## config.mk

```make
export PLATFORM = sky130hd
export DESIGN_NAME = reg_dump
export DESIGN_NICKNAME = d
export VERILOG_FILES = /design/src/rtl/redux_pkg.sv /design/src/rtl/reg_dump.sv
export SDC_FILE = /design/constraint.sdc
export NUM_CORES = 1
export LEC_CHECK = 0
export ABC_AREA = 1
export CAP_MARGIN = 20
export CELL_PAD_IN_SITES_DETAIL_PLACEMENT = 1
export CELL_PAD_IN_SITES_GLOBAL_PLACEMENT = 1
export CORE_ASPECT_RATIO = 1.2
export CORE_MARGIN = 3
export CORE_UTILIZATION = 27
export DETAILED_ROUTE_END_ITERATION = 16
export PLACE_DENSITY = 0.8
export SYNTH_ARGS = -nofsm -noshare
export SYNTH_HDL_FRONTEND = slang
export SYNTH_SLANG_ARGS = --single-unit
export TNS_END_PERCENT = 30
```

## constraint.sdc

```tcl
create_clock -name clk -period 1 [get_ports clk]
set_input_delay 0.3 -clock clk [delete_from_list [all_inputs] [get_ports clk]]
set_output_delay 0.3 -clock clk [all_outputs]
set_load 0.005 [all_outputs]
```

## src/rtl/redux_pkg.sv

```systemverilog
// Constants shared between the register bank and its debug read-out engine,
// plus the dump sequencer state encoding.
package redux_pkg;

  localparam int unsigned DATA_W   = 8;
  localparam int unsigned ADDR_W   = 2;
  localparam int unsigned NUM_REGS = 4;

  typedef enum logic [1:0] {
    IDLE  = 2'd0,
    FETCH = 2'd1,
    SEND  = 2'd2
  } dump_state_t;

endpackage

```

## src/rtl/reg_dump.sv

```systemverilog
// Register-bank dump engine: walks addresses 0..NUM_REGS-1 on a bank read
// port and emits each captured value as an address-tagged valid/ready beat.
module reg_dump
  import redux_pkg::*;
#(
  parameter int unsigned DATA_W   = redux_pkg::DATA_W,
  parameter int unsigned ADDR_W   = redux_pkg::ADDR_W,
  parameter int unsigned NUM_REGS = redux_pkg::NUM_REGS
) (
  input  logic              clk,
  input  logic              rst_n,
  input  logic              start,
  output logic              busy,
  output logic              done,
  output logic [ADDR_W-1:0] rd_addr,
  input  logic [DATA_W-1:0] rd_data,
  output logic              out_valid,
  input  logic              out_ready,
  output logic [DATA_W-1:0] out_data,
  output logic [ADDR_W-1:0] out_addr,
  output logic              out_last
);

  localparam logic [ADDR_W-1:0] LAST_ADDR = ADDR_W'(NUM_REGS - 1);

  dump_state_t       state, state_nxt;
  logic [ADDR_W-1:0] rd_addr_nxt;
  logic              out_valid_nxt;
  logic [DATA_W-1:0] out_data_nxt;
  logic [ADDR_W-1:0] out_addr_nxt;
  logic              out_last_nxt;
  logic              done_nxt;

  // State and all registered outputs
  always_ff @(posedge clk or negedge rst_n) begin
    if (!rst_n) begin
      state     <= IDLE;
      rd_addr   <= '0;
      out_valid <= 1'b0;
      out_data  <= '0;
      out_addr  <= '0;
      out_last  <= 1'b0;
      done      <= 1'b0;
    end else begin
      state     <= state_nxt;
      rd_addr   <= rd_addr_nxt;
      out_valid <= out_valid_nxt;
      out_data  <= out_data_nxt;
      out_addr  <= out_addr_nxt;
      out_last  <= out_last_nxt;
      done      <= done_nxt;
    end
  end

  // Next-state and next-output decode; beat fields hold unless updated
  always_comb begin
    state_nxt     = state;
    rd_addr_nxt   = rd_addr;
    out_valid_nxt = out_valid;
    out_data_nxt  = out_data;
    out_addr_nxt  = out_addr;
    out_last_nxt  = out_last;
    done_nxt      = 1'b0;

    unique case (state)
      IDLE: begin
        rd_addr_nxt = '0;
        if (start) state_nxt = FETCH;
      end
      FETCH: begin
        out_data_nxt  = rd_data;
        out_addr_nxt  = rd_addr;
        out_last_nxt  = (rd_addr == LAST_ADDR);
        out_valid_nxt = 1'b1;
        state_nxt     = SEND;
      end
      SEND: begin
        if (out_valid && out_ready) begin
          out_valid_nxt = 1'b0;
          if (out_last) begin
            rd_addr_nxt = '0;
            done_nxt    = 1'b1;
            state_nxt   = IDLE;
          end else begin
            rd_addr_nxt = rd_addr + ADDR_W'(1);
            state_nxt   = FETCH;
          end
        end
      end
      default: begin
        state_nxt = IDLE;
      end
    endcase
  end

  assign busy = (state != IDLE);

endmodule
```

==> results of run 1 <==
-- power breakdown --
part	internal (W)	switching, W
registers	0.000967	0.000153
logic	0.000919	0.000937
clock network	0.000148	0.000219
-- per-layer routing --
metal | up-vias | part of all wire | GRT usage
met5 | - | 0 | 0
met1 | 341 | 0.38 | 0.167
met3 | 6 | 0.058 | 0.0144
li1 | 353 | - | -
met2 | 27 | 0.53 | 0.241
met4 | 0 | 0.036 | 0.0767
-- layout make-up --
cell class | instances | area (sq um)
Fill cell | 277 | 1220
Sequential cell | 17 | 425
Timing Repair Buffer | 48 | 370
Inverter | 4 | 15.0
Clock inverter | 1 | 5.00
Tap cell | 31 | 38.8
Multi-Input combinational cell | 56 | 304
Clock buffer | 3 | 22.5
-- through the flow --
step	std cells	worst slack, ns
2_1_floorplan	80	0.00446
3_3_place_gp	146	-0.249
3_5_place_dp	146	-0.317
4_1_cts	158	-0.221
5_1_grt	160	-0.253
6_report	160	-0.223
-- sequential cells by signal, summed over array words and instances, names as in the netlist --
name       flops
out_data       8
out_addr       2
rd_addr        2
state          2
done           1
out_last       1
out_valid      1
-- final timing paths --
kind                               end
max                               busy
min                         rd_addr[0]
max reg2reg                 rd_addr[1]
min reg2reg                out_data[4]
max in group asynchronous     state[1]
min in group clk           out_data[4]
-- worst max-delay path, stage by stage, from the launching register on --
cell and delay (ns):
dfrtp_1 0.41, inv_2 0.07, nand2_2 0.05, buf_6 0.11
-- kinds of logic after synthesis --
kind of cell,Yosys count
and+or+nand+nor,52
DFF,17
buffers and inverters,7
AOI/OAI and AO/OA,3
adders and majority gates,1
-- what timing repair did --
item,4_1_cts,5_1_grt
pin swaps,2,6
endpoints found under the setup margin,33,33
resized for setup,65,14
setup buffers,9,4
-- cells in the mapped netlist (all sizes together) --
| cell | count | share of area |
|---|---|---|
| o21ai | 1 | 0.0070 |
| nand3 | 14 | 0.099 |
| nand2 | 32 | 0.17 |
| dfrtp | 17 | 0.60 |
| nand4 | 1 | 0.0088 |
| ha | 1 | 0.018 |
| inv | 4 | 0.021 |
| nor2 | 5 | 0.026 |
| buf | 3 | 0.034 |
| a21oi | 2 | 0.014 |
==> summary.md, run 1 <==
| Metric | Value |
|---|---|
| Simple-Gate Fraction of Synth Area | 0.307 |
| Yosys warning total | 0 |
| Flop-to-flop setup slack | -0.13 ns |
| Final hold violation count | 0 |
| Design Power | 0.00334 W |
| Crit Path Max Fanout | 2 |
| PwrDens | 2830 mW/mm^2 |
| Initial antenna violation count | 0 |
| Critical R2R Launch | rd_addr[0] |
| Via/cell ratio | 4.54 |
| First-pass GRT wire length | 3480 microns |
| Die Height | 62.2 microns |
| Die X | 52.8 microns |
| Layout cell share with drive strength beyond 1 | 0.419 |
| Relative slew margins | 0.861 |
| WP data required | 0.70 ns |
| Largest family of logic cells by synthesized area | simple AND/OR/NAND/NOR gates |
| Fin util | 0.492 |
| Post-Synth Adder-Cell Area | 0.0176 |
| Mux share of post-synthesis cell area | 0 |
| Clock Skews | 0.00318 ns |
| Period minus WS final | 1.22 ns |
| Total number of vias | 727 |
| Fmax | 818 MHz |
| Setup TNS | -2.52 ns |
| Synthesized net count | 93 |
| Clock Sinks | 17 |
| Final WL | 2190 microns |
| DRC viols | 0 |
| Reg2reg path depth | 6 |
| Clk buf depth | 2 |
| DRT Pass-1 Iters | 3 |
| Area post-placement | 0.00109 sq mm |
| Vias in the first global route | 782 |
| Fin. max-slew vios | 0 |
| Pleak | 0.638 nW |
| Area growth from synthesis to final layout | 66.5% |
| IO Port Bufs | 27 |
| Crit share post-route | 1.22 |
| Max_cap viols | 0 |
| Commonest non-fill, non-tap cell in the layout | nand2_1 |
| Initial Util | 0.295 |
| Worst hold slack | 0.348 ns |
| Failing checks | setup timing |
| Post-detail-place hpwl | 1420 microns |
| Hold_buf cts | 0 |
| Worst slew pin tran | 0.209 ns |
| Crit path capture type | output port |
| Synthesized area | 709 sq um |
| Worst VDD drop | 1.14 mV |
| H-Tree Depth | 1 |
| Num CTS Buffers | 3 |
| I/O Pins | 28 |
| Yosys cell types | 14 |
| Skew-Pair Late Insertion Delay | 0.28 ns |
| Startpoint Class | register |
| Site row count | 19 |
| Xor/xnor share of the synthesized area | 0 |
| Status | finished with violations |
| Initial DRC Count | 18 |
| CTS Root Cell | clkbuf_4 |
| Register area share after synthesis | 0.600 |
| Avg Cell Area, Syn | 8.87 sq um |
| ANT cells | 0 |
| Worst Path Arrival | 0.92 ns |
| Final WS setup | -0.223 ns |
| Final Cell Area | 0.00118 sq mm |
| CP startpoint | state[1] |
| TritonCTS clock tree | built |
| GP Congestion | 0.791 |
| Antenna-violating nets left | 0 |
| Most frequent cells in the layout | 26 x nand2_1, 19 x buf_4, 17 x dfrtp_1, 13 x nand3_1, 11 x clkdlybuf4s50_1 |
| GRT Total Usage | 0.141 |
| Worst min path class | in2async |
| Final setup fails | 33 |
| Crit Path Class | reg2out |
| Synth Instances | 80 |
| Die ar. | 0.00328 sq mm |
| Synth Area in Compound Gates | 0.0212 |
| Final #Nets | 143 |
| Number of synthesized register bits | 17 |
| Avg WL per Cell | 13.7 microns |
| Grt total ovfl | 0 |
| Reg clk slew, reported paths | 0.10 ns |
| Largest net degree at the start of global routing | 18 |
| Core Region | 0.00240 sq mm |
| RSZ-0062 raised after global routing | yes |
Note: power is estimated with default switching activity, not from simulation.
==> inputs of run 2 (changes only) <==
--- a/config.mk
+++ b/config.mk
@@ -6,6 +6,7 @@
 export NUM_CORES = 1
 export LEC_CHECK = 0
 export ABC_AREA = 1
+export ABC_CLOCK_PERIOD_IN_PS = 1000
 export CAP_MARGIN = 20
 export CELL_PAD_IN_SITES_DETAIL_PLACEMENT = 1
 export CELL_PAD_IN_SITES_GLOBAL_PLACEMENT = 1
==> results of run 2 <==
Final layout, timing and power as in run 1 (identical DEF).
